==> src/rtl/bcd_tick_counter_pkg.sv <==
`default_nettype none
// ============================================================================
// Module      : bcd_tick_counter_pkg
// Description : Shared types and constants for the BCD tick counter: FSM
//               state encoding and the 16-entry active-low 7-segment table
//               (bit order {g,f,e,d,c,b,a}).
// Revision    : 1.0 - initial release
// ============================================================================
package bcd_tick_counter_pkg;

  typedef enum logic [1:0] {
    ST_IDLE = 2'd0,
    ST_RUN  = 2'd1,
    ST_HOLD = 2'd2
  } state_t;

  // Index = nibble value; 10..15 are not decimal digits and show blank.
  localparam logic [6:0] c_seg_code [16] = '{
    7'b1000000,  // 0
    7'b1111001,  // 1
    7'b0100100,  // 2
    7'b0110000,  // 3
    7'b0011001,  // 4
    7'b0010010,  // 5
    7'b0000010,  // 6
    7'b1111000,  // 7
    7'b0000000,  // 8
    7'b0010000,  // 9
    7'b1111111,  // 10
    7'b1111111,  // 11
    7'b1111111,  // 12
    7'b1111111,  // 13
    7'b1111111,  // 14
    7'b1111111   // 15
  };

endpackage
`default_nettype wire

==> src/rtl/seg7_decoder.sv <==
`default_nettype none
// ============================================================================
// Module      : seg7_decoder
// Description : One-digit BCD to active-low 7-segment decoder.
// Ports       : digit  in  4  BCD nibble
//               seg_n  out 7  segments {g,f,e,d,c,b,a}, 0 = lit
// Revision    : 1.0 - initial release
// ============================================================================
module seg7_decoder
  import bcd_tick_counter_pkg::*;
(
  input  logic [3:0] digit,
  output logic [6:0] seg_n
);

  assign seg_n = c_seg_code[digit];

endmodule
`default_nettype wire

==> src/rtl/bcd_tick_counter.sv <==
`default_nettype none
// ============================================================================
// Module      : bcd_tick_counter
// Description : Samples a slow divided clock as data, detects its rising
//               edges and advances a DIGITS-wide BCD counter once per edge
//               while running. Controlled by start/stop/clear; drives
//               active-low 7-segment displays.
// Ports       : clk          in   1         system clock
//               reset        in   1         synchronous active-high reset
//               slow_clk_in  in   1         slow clock, treated as data
//               start        in   1         begin/resume counting (level)
//               stop         in   1         freeze count (level)
//               clear        in   1         zero count and go idle (level)
//               bcd          out  4*DIGITS  count, digit 0 in bits [3:0]
//               running      out  1         high while in RUN
//               rollover     out  1         1-cycle pulse on all-9s -> 0 wrap
//               hex_n        out  7*DIGITS  active-low segments per digit
// Revision    : 1.0 - initial release
// ============================================================================
module bcd_tick_counter
  import bcd_tick_counter_pkg::*;
#(
  parameter int DIGITS      = 4,
  parameter int SYNC_STAGES = 2
) (
  input  logic                  clk,
  input  logic                  reset,
  input  logic                  slow_clk_in,
  input  logic                  start,
  input  logic                  stop,
  input  logic                  clear,
  output logic [4*DIGITS-1:0]   bcd,
  output logic                  running,
  output logic                  rollover,
  output logic [7*DIGITS-1:0]   hex_n
);

  logic [SYNC_STAGES-1:0] sync_q, sync_d;
  logic                   sync_prev_q, sync_prev_d;
  logic                   tick;
  state_t                 state_q, state_d;
  logic [4*DIGITS-1:0]    bcd_q, bcd_d, bcd_inc;
  logic                   all_nines;
  logic                   running_q, running_d;
  logic                   rollover_q, rollover_d;

  // Synchroniser shift chain plus one history flop for edge detection.
  always_comb begin
    sync_d      = {sync_q[SYNC_STAGES-2:0], slow_clk_in};
    sync_prev_d = sync_q[SYNC_STAGES-1];
  end

  assign tick = sync_q[SYNC_STAGES-1] & ~sync_prev_q;

  // Ripple BCD increment: the carry propagates through digits sitting at 9.
  // A carry surviving past the top digit means the count was all nines.
  always_comb begin
    logic carry;
    bcd_inc = bcd_q;
    carry   = 1'b1;
    for (int i = 0; i < DIGITS; i++) begin
      if (carry) begin
        if (bcd_q[4*i +: 4] == 4'd9) begin
          bcd_inc[4*i +: 4] = 4'd0;
        end else begin
          bcd_inc[4*i +: 4] = bcd_q[4*i +: 4] + 4'd1;
          carry             = 1'b0;
        end
      end
    end
    all_nines = carry;
  end

  // Control: clear beats stop beats start. A tick is only accepted while the
  // current state is RUN, so a tick alongside the stop that leaves RUN still
  // counts, while one alongside the start that enters RUN does not.
  always_comb begin
    state_d    = state_q;
    bcd_d      = bcd_q;
    rollover_d = 1'b0;
    if (clear) begin
      state_d = ST_IDLE;
      bcd_d   = '0;
    end else begin
      case (state_q)
        ST_IDLE: begin
          bcd_d = '0;
          if (start && !stop) state_d = ST_RUN;
        end
        ST_RUN: begin
          if (tick) begin
            bcd_d      = bcd_inc;
            rollover_d = all_nines;
          end
          if (stop) state_d = ST_HOLD;
        end
        ST_HOLD: begin
          if (start && !stop) state_d = ST_RUN;
        end
        default: begin
          state_d = ST_IDLE;
          bcd_d   = '0;
        end
      endcase
    end
    running_d = (state_d == ST_RUN);
  end

  always_ff @(posedge clk) begin
    if (reset) begin
      sync_q      <= '0;
      sync_prev_q <= 1'b0;
      state_q     <= ST_IDLE;
      bcd_q       <= '0;
      running_q   <= 1'b0;
      rollover_q  <= 1'b0;
    end else begin
      sync_q      <= sync_d;
      sync_prev_q <= sync_prev_d;
      state_q     <= state_d;
      bcd_q       <= bcd_d;
      running_q   <= running_d;
      rollover_q  <= rollover_d;
    end
  end

  assign bcd      = bcd_q;
  assign running  = running_q;
  assign rollover = rollover_q;

  for (genvar g = 0; g < DIGITS; g++) begin : g_digit
    seg7_decoder u_dec (
      .digit (bcd_q[4*g +: 4]),
      .seg_n (hex_n[7*g +: 7])
    );
  end

endmodule
`default_nettype wire
==> config.mk <==
export PLATFORM = sky130hd
export DESIGN_NAME = bcd_tick_counter
export DESIGN_NICKNAME = d
export VERILOG_FILES = /design/src/rtl/bcd_tick_counter_pkg.sv /design/src/rtl/seg7_decoder.sv /design/src/rtl/bcd_tick_counter.sv
export SDC_FILE = /design/constraint.sdc
export NUM_CORES = 1
export LEC_CHECK = 0
export CAP_MARGIN = 20
export CORE_MARGIN = 2
export CORE_UTILIZATION = 53
export CTS_CLUSTER_SIZE = 30
export DETAILED_ROUTE_END_ITERATION = 8
export PLACE_DENSITY = 0.86
export SKIP_LAST_GASP = 1
export SLEW_MARGIN = 20
export SYNTH_ARGS = -nofsm -noshare
export SYNTH_HDL_FRONTEND = slang
export SYNTH_HIERARCHICAL = 1
export SYNTH_SLANG_ARGS = --single-unit
==> constraint.sdc <==
create_clock -name clk -period 2.9 [get_ports clk]
set_input_delay 0.58 -clock clk [delete_from_list [all_inputs] [get_ports clk]]
set_output_delay 0.58 -clock clk [all_outputs]
set_load 0.1 [all_outputs]
---- Word level (Yosys, flattened, before mapping) ----
Memories as Yosys holds them, arrays and structs flattened.
Cells that the tools add are included.
operators by class
  $add $sub $neg .......................... 4
  $mul .................................... 0
  div/mod/pow operators ................... 0
  magnitude comparators ................... 4
  equality and inequality tests ........... 11
  shift operators ......................... 0
  mux-type cells .......................... 27
  bitwise gates (word level) .............. 10
  reductions and logical operators ........ 10
operators with widths
  kind                                            count
  2-to-1 mux 7 bit                                8
  one-hot mux 16 bit (2 select lines)             1
  2-to-1 mux 4 bit                                7
  >= comparator 5 bit (second input constant)     4
  inverter 4 -> 5 bit                             4
  adder 4 x 1 -> 4 bit (second input constant)    4
  == test 4 bit (second input constant)           4
  2-to-1 mux 16 bit                               1
  AND reduction 3 bit                             3
  inequality test 2 bit (second input constant)   4
  2-to-1 mux 1 bit                                6
  2-to-1 mux 2 bit                                3
  inverter 1 bit                                  5
  OR reduction 5 bit                              1
  == test 2 x 1 -> 1 bit (second input constant)  2
  one-hot mux 2 bit (2 select lines)              1
  OR reduction 2 bit                              2
  == test 2 bit (second input constant)           1
  logical NOT 2 bit                               1
  AND reduction 2 bit                             1
  bitwise AND 1 bit                               1
  logical AND 1 bit                               1
  logical NOT 1 bit                               1
storage, ports and cells
  flip-flop bits (word level) ............. 23
  latch bits .............................. 0
  bits in writable memories ............... 0
  memory bits (read-only) ................. 448
  output and inout port bits .............. 46
  memories kept ........................... 4
memory list
  memory           depth  width  rd ports  clocked after Yosys merged registers in  write ports  line                source
  (no name shown)  16     7      1         0                                        0            seg7_decoder.sv:16  assign seg_n = c_seg_code[digit];
  (no name shown)  16     7      1         0                                        0            seg7_decoder.sv:16
  (no name shown)  16     7      1         0                                        0            seg7_decoder.sv:16
  (no name shown)  16     7      1         0                                        0            seg7_decoder.sv:16

---- Longest topological paths before layout ----
  word-level depth ........................ 7
  depth in mapped cells ................... 7
  gate-level depth less buffers ........... 6

---- By module ----
The synthesis kept the hierarchy.
modules (own cells, without submodules)
  module            instances  cells an instance  area each (um^2)  seq. area each (um^2)
  bcd_tick_counter  1          133                1169.9            460.4
  seg7_decoder      4          33                 210.2             0.0

---- Worst setup path before layout ----
No wires, ideal clock.
  kind .................................... flip-flop to output port
  from .................................... register bcd_q[1], in the netlist bcd[1]
  to ...................................... output hex_n[4]
  arrival ................................. 3.821 ns
  data required time ...................... 2.320 ns
  setup slack ............................. -1.501 ns
  cell stages (with the launch flop) ...... 6
  path buffers ............................ 0
  cell sequence ........................... dfxtp_1 > inv_1 > ha_1 > nand2_1 > o21ai_0 > o21ai_0
between the ends
  cells in the longest elaborated chain, start to end .. 4
RTL lines
  what                                                  line                     source
  from (decl)                                           bcd_tick_counter.sv:42   logic [4*DIGITS-1:0] bcd_q, bcd_d, bcd_inc;
  from (signal assigned)                                bcd_tick_counter.sv:114  bcd_q <= '0;
  from (signal assigned)                                bcd_tick_counter.sv:121  bcd_q <= bcd_d;
  inverter 4 -> 5 bit (not written as such)             seg7_decoder.sv:16
  memory (16 x 7 bit)                                   n/a
  2-to-1 mux 7 bit (not written as such) (2 in series)  seg7_decoder.sv:16
  to (decl)                                             bcd_tick_counter.sv:35   output logic [7*DIGITS-1:0] hex_n
Every way passes these cells. The select of a mux whose other input is x is not followed.

---- Worst setup path after layout ----
  from .................................... register bcd_q[5], in the netlist bcd[5]
  to ...................................... output hex_n[10]
The elaborated chain is that of the path after synthesis.

==> run_results.csv <==
group,metric,value,unit
critical_path,worstPathMaxFanout,11,
power,power.density,214.9,mW/mm^2
synth,synth-edff-count,0,
grt,grt.overflow.total,0,
synth,synth_nets,299,
timing,worstMarginPinSlew,0.6556,ns
drt,wire_per_inst,11.76,microns
clock_tree,postCtsSetupBuffers,0,
drt,viasPerCell,5.402,
timing,final_hold_viol_count,0,
clock_tree,cts_root_buf,"clkbuf_8",
timing,finClkSkew,0.002329,ns
place,port_buffers,51,
timing,slew-limit-headroom,0.5624,
drt,firstDrtPassIters,4,
critical_path,cp.arrival,1.76,ns
drt,drt-total-wl,4211,microns
synth,yosys_most_used_dff,"dfxtp_1",
clock_tree,clk_pin_slew,0.08,ns
critical_path,cp-start-kind,"flip-flop",
timing,rsz0062_at_grt,"no",
synth,yosysTopAreaCellShare,0.2290,
place,place_congestion,0.8014,
critical_path,required,2.32,ns
clock_tree,cts_buffers,3,
final_layout,drive_gt1_frac,0.3000,
floorplanning,die_area,0.004303,sq mm
synth,syn-cell-area,0.002011,sq mm
power,finalPower,0.0005585,W
timing,timing.fmax,427.9,MHz
final_layout,finalInstanceArea,0.002599,sq mm
floorplanning,ios,52,
synth,yosys-top-cells-area,"dfxtp_1 (23%), ha_1 (17%), o21ai_0 (7.0%), nand2b_1 (6.2%), nor2_1 (5.0%)",
synth,ys_ff_latch,23,
floorplanning,rows,22,
synth,synth_cell_types,42,
synth,synth_commonest_cells,"ha_1 (28), o21ai_0 (28), nor2_1 (27), dfxtp_1 (23), inv_1 (21)",
clock_tree,htreeDepth,1,
clock_tree,cts_tree,"yes",
timing,final_max_slew_viol_count,0,
floorplanning,dieHeight,65.60,microns
grt,grt_pass1_vias,1720,
final_layout,final_net_count,345,
grt,grt_antenna_before_repair,0,
floorplanning,coreArea,0.003661,sq mm
final_layout,syn2layout_area_growth,29.25,%
timing,finalSetupViolations,0,
synth,synth_cells,265,
place,dp_cells,354,
final_layout,n_antenna_cell,0,
synth,ys_warn_count,6,
timing,finalCritPeriodShare,0.8058,
grt,globalRouteTotalUtil,0.2124,
run_status,status,"completed",
timing,tns,0,ns
job,max-cap-violations,0,
power,vdd_ir_drop_max,254.7,uV
grt,grt_max_degree,17,
clock_tree,clk_path_buf_depth,2,
final_layout,fin_cells,358,
final_layout,nFillCells,332,
worst_hold_path,hp-class,"flip-flop to flip-flop",
synth,avgSynthCellArea,7.587,sq um
drt,ant_nets,0,
critical_path,critical_path_class,"flip-flop to output pin",
place,place_area,0.002554,sq mm
clock_tree,clk_latency,0.26,ns
clock_tree,clock-sinks,23,
synth,yosys.area.top_type,"dfxtp_1",
drt,drc_errors,0,
clock_tree,cts-resized-gates,0,
synth,synthArstFlopShare,0,
floorplanning,start_util,0.5492,
place,dp.final_hpwl,3131,microns
clock_tree,cts_hold_buffers,0,
drt,vias,1934,
critical_path,endpoint_kind,"output pin",
final_layout,final_util,0.7098,
timing,layout_min_cycle_time,2.337,ns
grt,grt_pass1_wl,7431,microns
synth,seq_area_frac_synth,0.2290,
floorplanning,die_x,65.60,microns
drt,drt_iter0_drc,106,
power,leakagePower,1.037,nW
==> kinds of logic (layout without fill, tap and decap cells) <==
group           Yosys count  after routing  synth area share
fa+ha+maj                28             28            0.1742
simple gates            107            107            0.2937
compound gates           71             71            0.2060
xor+xnor                  2              2          0.008713
flops                    23             23            0.2290
mux                       2              2          0.009957
buf+inv                  32             77           0.07841
==> area by class of cell <==
cell class | instances | area [sq um] | share of cell area
Inverter | 21 | 78.83 | 0.03033
Sequential cell | 23 | 470.5 | 0.1810
Tap cell | 48 | 60.06 | 0.02311
Multi-Input combinational cell | 210 | 1541 | 0.5932
Timing Repair Buffer | 52 | 402.9 | 0.1550
Clock buffer | 4 | 45.04 | 0.01733
==> sequential cells by signal, summed over array words and instances (netlist names) <==
register and cells:
running 1, sync_q 2, state_q 2, sync_prev_q 1
bcd 16, rollover 1
==> layer usage <==
metal / vias up / GRT usage / wire [microns]
met2: 46 / 0.3865 / 2087
li1: 1003 / - / -
met3: 7 / 0.02226 / 154
met4: 0 / 0.04948 / 51
met5: - / 0 / 0
met1: 878 / 0.2677 / 1917
==> worst paths after layout <==
kind         slack, ns  cells after the start                  from                   end
max               0.56                      6   bcd[5]$_SDFFE_PP0P_             hex_n[10]
min               0.45                      1  sync_q[0]$_SDFF_PP0_  sync_q[1]$_SDFF_PP0_
max reg2reg       1.03                      4   bcd[3]$_SDFFE_PP0P_   bcd[9]$_SDFFE_PP0P_
min reg2reg       0.45                      1  sync_q[0]$_SDFF_PP0_  sync_q[1]$_SDFF_PP0_
==> where the power goes <==
part	internal [W]	switching (W)	total (W)	leakage [nW]
Sequential	0.000318	0.00000215	0.000320	0.190
Combinational	0.0000153	0.0000274	0.0000428	0.824
Clock	0.0000980	0.0000974	0.000195	0.0228
==> cells in the final DEF (no fill, tap or decap), types with 4 or more instances in the layout <==
cell type / n
a21oi_2: 4
buf_4: 47
inv_1: 21
dfxtp_1: 15
o21ai_0: 16
clkdlybuf4s50_1: 5
a21oi_1: 20
or2b_1: 4
nand2_1: 17
nand3_1: 5
or2_1: 4
o21ai_2: 9
o22ai_1: 4
nor2_2: 12
nand2b_1: 20
ha_1: 28
dfxtp_2: 8
nor2b_1: 5
nor3_1: 5
nor2_1: 15
==> per-stage QoR <==
stage               worst slack (ns)  hold WS, ns
finish                        0.5632       0.4531
global route                  0.4300       0.4764
CTS                           0.5516       0.4575
detailed placement            0.6754       0.4343
global placement              0.7779       0.4357
floorplan                   -0.04589       0.4138
==> critical path, stage by stage, from the launching register on <==
cell and delay (ns):
dfxtp_2 0.45, inv_1 0.13, ha_1 0.19, or2_1 0.21
a21oi_2 0.22, a31oi_4 0.04, buf_4 0.26
No activity file was read; power rests on OpenSTA's default activity.
